`src/rtl/flex_updown_counter.sv`:
```
`default_nettype none
// ============================================================================
// Module : flex_updown_counter
// Brief  : Parametrised up/down counter with load, clear, wrap/saturate mode,
//          rollover/rollunder flags and a wrap-event pulse.
// Rev    : 1.0  initial release
// ============================================================================
module flex_updown_counter #(
  parameter int NUM_CNT_BITS = 4,
  parameter int WRAP_LOW     = 1
) (
  input  logic                    clk,
  input  logic                    n_rst,
  input  logic                    clear,
  input  logic                    load,
  input  logic [NUM_CNT_BITS-1:0] load_val,
  input  logic                    count_enable,
  input  logic                    count_up,
  input  logic                    saturate,
  input  logic [NUM_CNT_BITS-1:0] rollover_val,
  output logic [NUM_CNT_BITS-1:0] count_out,
  output logic                    rollover_flag,
  output logic                    rollunder_flag,
  output logic                    wrap_pulse
);

  localparam logic [NUM_CNT_BITS-1:0] c_wrap_low = NUM_CNT_BITS'(WRAP_LOW);
  localparam logic [NUM_CNT_BITS-1:0] c_zero     = '0;
  localparam logic [NUM_CNT_BITS-1:0] c_one      = NUM_CNT_BITS'(1);

  logic [NUM_CNT_BITS-1:0] count_q, count_d;
  logic                    rollover_q, rollover_d;
  logic                    rollunder_q, rollunder_d;
  logic                    wrap_q, wrap_d;

  always_comb begin
    count_d = count_q;
    wrap_d  = 1'b0;
    if (clear) begin
      count_d = c_zero;
    end else if (load) begin
      count_d = (load_val > rollover_val) ? rollover_val : load_val;
    end else if (count_enable) begin
      if (rollover_val == c_zero) begin
        count_d = c_zero;
      end else if (count_up) begin
        // Increment only below the bound, so the +1 can never overflow.
        if (count_q >= rollover_val) begin
          if (saturate) begin
            count_d = rollover_val;
          end else begin
            count_d = c_wrap_low;
            wrap_d  = 1'b1;
          end
        end else begin
          count_d = count_q + c_one;
        end
      end else begin
        // A bound lowered below the current count pulls the count down to it.
        if (count_q > rollover_val) begin
          count_d = rollover_val;
        end else if (count_q <= c_wrap_low) begin
          if (!saturate) begin
            count_d = rollover_val;
            wrap_d  = 1'b1;
          end
        end else begin
          count_d = count_q - c_one;
        end
      end
    end
    rollover_d  = (count_d == rollover_val);
    rollunder_d = (count_d == c_wrap_low);
  end

  always_ff @(posedge clk or negedge n_rst) begin
    if (!n_rst) begin
      count_q     <= c_zero;
      rollover_q  <= 1'b0;
      rollunder_q <= 1'b0;
      wrap_q      <= 1'b0;
    end else begin
      count_q     <= count_d;
      rollover_q  <= rollover_d;
      rollunder_q <= rollunder_d;
      wrap_q      <= wrap_d;
    end
  end

  assign count_out      = count_q;
  assign rollover_flag  = rollover_q;
  assign rollunder_flag = rollunder_q;
  assign wrap_pulse     = wrap_q;

endmodule
`default_nettype wire
```
`config.mk`:
```
export PLATFORM = sky130hd
export DESIGN_NAME = flex_updown_counter
export DESIGN_NICKNAME = d
export VERILOG_FILES = /design/src/rtl/flex_updown_counter.sv
export SDC_FILE = /design/constraint.sdc
export NUM_CORES = 1
export LEC_CHECK = 0
export BUFFER_PORTS_ARGS = -buffer_cell sky130_fd_sc_hd__buf_4
export CORE_MARGIN = 2
export CORE_UTILIZATION = 34
export DETAILED_ROUTE_END_ITERATION = 10
export PLACE_DENSITY = 0.53
export SLEW_MARGIN = 20
export SYNTH_ARGS = -nofsm -noshare
export SYNTH_HDL_FRONTEND = slang
export SYNTH_SLANG_ARGS = --single-unit
export TNS_END_PERCENT = 50
```
`constraint.sdc`:
```
create_clock -name clk -period 6.3 [get_ports clk]
set_input_delay 0.315 -clock clk [delete_from_list [all_inputs] [get_ports clk]]
set_output_delay 0.315 -clock clk [all_outputs]
set_load 0.01 [all_outputs]
```
==> results.sh <==
export IMPL_placedInstanceArea_sq_um=1400
export IMPL_fin_skew_ns=0.00536
export IMPL_grt_antenna_before_repair=0
export IMPL_die_x_microns=63.8
export IMPL_cts_buffers_inserted=3
export IMPL_outcome="finished clean"
export IMPL_grt_overflow_total=0
export IMPL_synth_area_leaders="dfrtp_1 14%, ha_1 11%, a21oi_1 6.6%"
export IMPL_grt_usage=0.210
export IMPL_pin_count=22
export IMPL_synth_top_area_share=0.144
export IMPL_drc=0
export IMPL_fp_dieH_microns=63.8
export IMPL_yosys_cell_types_count=62
export IMPL_path_clk_slew_ns=0.05
export IMPL_row_count=21
export IMPL_synthFlopType="dfrtp_1"
export IMPL_ys_warn_count=0
export IMPL_antenna_left=0
export IMPL_cp_arrival_ns=3.34
export IMPL_gp_congestion=0.979
export IMPL_routed_wl_mm=4.07
export IMPL_synth_seq_cells=7
export IMPL_die_area_sq_um=4080
export IMPL_cp_required_ns=6.45
export IMPL_switching_share=0.453
export IMPL_cts_post_setup_buffers_inserted=0
export IMPL_finalMaxSlewViolations=0
export IMPL_netlist_area_sq_um=1220
export IMPL_tns_ns=0
export IMPL_hpwlAfterDp_mm=3.21
export IMPL_htree_levels=1
export IMPL_maxSlewHeadroom=0.271
export IMPL_async_reset_ff_frac=1.00
export IMPL_setup_violations=0
export IMPL_r2r_start="count_out[0]$_DFF_PN0_"
export IMPL_yosysSeqAreaShare=0.144
export IMPL_p_leak_nw=0.647
export IMPL_max_freq_ghz=0.313
export IMPL_hold_viol=0
export IMPL_pwr_share_seq=0.244
export IMPL_fin_hold_ws_ns=0.336
export IMPL_n_fill_cell=352
export IMPL_yosysTopAreaCell="dfrtp_1"
export IMPL_p_int_mw=0.135
export IMPL_grt_pass1_vias=1307
export IMPL_ys_top_cells_by_count="16 x a21oi_1, 15 x nand2_1, 12 x nor2_1, 11 x ha_1, 10 x inv_1"
export IMPL_dp_cells=222
export IMPL_holdBufCountCts=1
export IMPL_worst_path_max_fanout=10
export IMPL_wl_per_cell_microns=17.9
export IMPL_fp_coreArea_sq_um=3390
export IMPL_criticalPathCategory="register to register"
export IMPL_hold_class="input pin to register"
export IMPL_top_layer="met4"
export IMPL_worstSetupStartpoint="count_out[0]$_DFF_PN0_"
export IMPL_drtIter0Drc=133
export IMPL_num_antenna_cells=0
export IMPL_hp_start="clear"
export IMPL_route_vias_total=1444
export IMPL_period_needed_ns=3.19
export IMPL_yosysMostFrequentCell="a21oi_1"
export IMPL_syn2layout_area_growth_pct=18.0
export IMPL_clockPowerShare=0.162
export IMPL_grt_setup_unrepaired="false"
export IMPL_start_util=0.359
export IMPL_port_buffers=21
export IMPL_cp_end_kind="register"
export IMPL_drive_above_1_share=0.210
export IMPL_grt_max_degree=20
export IMPL_ir_worst_vdd_mv=0.0502
export IMPL_grt_pass1_wl_mm=6.76
export IMPL_nNetsFinal=208
export IMPL_design_area_sq_um=1440
export IMPL_pwr_share_comb=0.594
export IMPL_drt_met1_wl_mm=1.84
export IMPL_viasPerCell=6.36
export IMPL_cap_violations=0
export IMPL_syn_area_per_cell_sq_um=7.47
export IMPL_dr_wl_met2_mm=1.85
export IMPL_stdcell_count=227
export IMPL_synth_nets=189
export IMPL_clock_root_buffer="clkbuf_4"
export IMPL_clockBufferDepth=2
export IMPL_clock_latency_ns=0.25
export IMPL_min_period_over_period=0.506
export IMPL_drt_pass1_iter_count=4
export IMPL_worstSetupStartpointType="register"
export IMPL_switchingPower_mw=0.112
export IMPL_netlist_instances=163
export IMPL_p_per_area_nw_per_um2=172
export IMPL_synth_edf_count=0
export IMPL_cts_resized=0
export IMPL_worst_pin_slew_ns=1.08
export IMPL_wl_met3_microns=320
export IMPL_cts_tree="done"
export IMPL_cts_sinks=7
-- flip-flops by register name, indices dropped and copies added, names as in the netlist --
name            flops
rollover_flag       1
rollunder_flag      1
count_out           4
wrap_pulse          1
-- placed cells by master, fill, tap and decap left out, types with 3 or more instances in the layout --
master,instances
a21oi_1,16
dfrtp_1,7
a211oi_1,4
inv_1,10
nor2b_1,5
nor3_1,3
buf_4,21
nand3_1,3
nand2_1,15
o21ai_0,7
nor2_1,12
ha_1,11
clkbuf_4,3
mux2i_1,3
-- power by group through the flow --
| stage | Clock [mW] | Sequential (mW) | Combinational, mW |
|---|---|---|---|
| finish | 0.0399 | 0.0602 | 0.146 |
| global route | 0.0459 | 0.0614 | 0.160 |
| CTS | 0.0415 | 0.0602 | 0.144 |
| detailed placement | 0 | 0.0609 | 0.143 |
| global placement | 0 | 0.0607 | 0.144 |
| floorplan | 0 | 0.0559 | 0.102 |
-- worst paths after layout --
path                       slack [ns]  cells after the start                 endpoint
setup / recovery                 3.11                      9  rollover_flag$_DFF_PN0_
hold / removal                   0.34                      2   count_out[0]$_DFF_PN0_
setup reg to reg                 3.11                      9  rollover_flag$_DFF_PN0_
hold reg to reg                  1.04                      2   count_out[1]$_DFF_PN0_
max in group asynchronous        5.77                      2   count_out[3]$_DFF_PN0_
min in group asynchronous        0.41                      2     wrap_pulse$_DFF_PN0_
-- stage by stage --
step / util / power, mW / worst slack (ns)
floorplan: - / 0.158 / 3.75
global placement: 0.413 / 0.205 / 3.18
detailed placement: 0.413 / 0.204 / 3.24
CTS: 0.424 / 0.246 / 3.21
global route: 0.424 / 0.268 / 2.93
finish: 0.424 / 0.246 / 3.11
-- final cells by class --
cell class	count	area [sq um]	area share
multi-input combinational	137	968	0.674
sequential	7	175	0.122
timing repair buffer	22	168	0.117
tap	46	57.6	0.0401
inverter	11	41.3	0.0287
clock buffer	4	26.3	0.0183
-- kinds of logic (layout without fill, tap and decap cells) --
kind of cell / count (synthesis) / count (layout) / synth area share
DFF: 7 / 7 / 0.144
AOI/OAI and AO/OA: 61 / 61 / 0.366
buffers and inverters: 19 / 37 / 0.0606
xor gates and xnor gates: 2 / 2 / 0.0144
and+or+nand+nor: 59 / 59 / 0.268
adders and majority gates: 11 / 11 / 0.113
muxes: 4 / 4 / 0.0339
-- routing by layer --
layer,GRT usage,up-vias
li1,-,666
met1,0.306,689
met2,0.323,84
met3,0.0264,5
met4,0.0571,0
met5,0,-
-- worst max-delay path, stage by stage (launching register included) --
cell      delay [ns]
dfrtp_1         0.55
inv_1           0.19
ha_1            0.23
and2b_1         0.20
o211a_1         0.24
nor2_2          0.08
o311ai_0        0.69
nor2_1          0.09
or4_1           0.56
nor4_2          0.25
No activity file was read; power rests on OpenSTA's default activity.
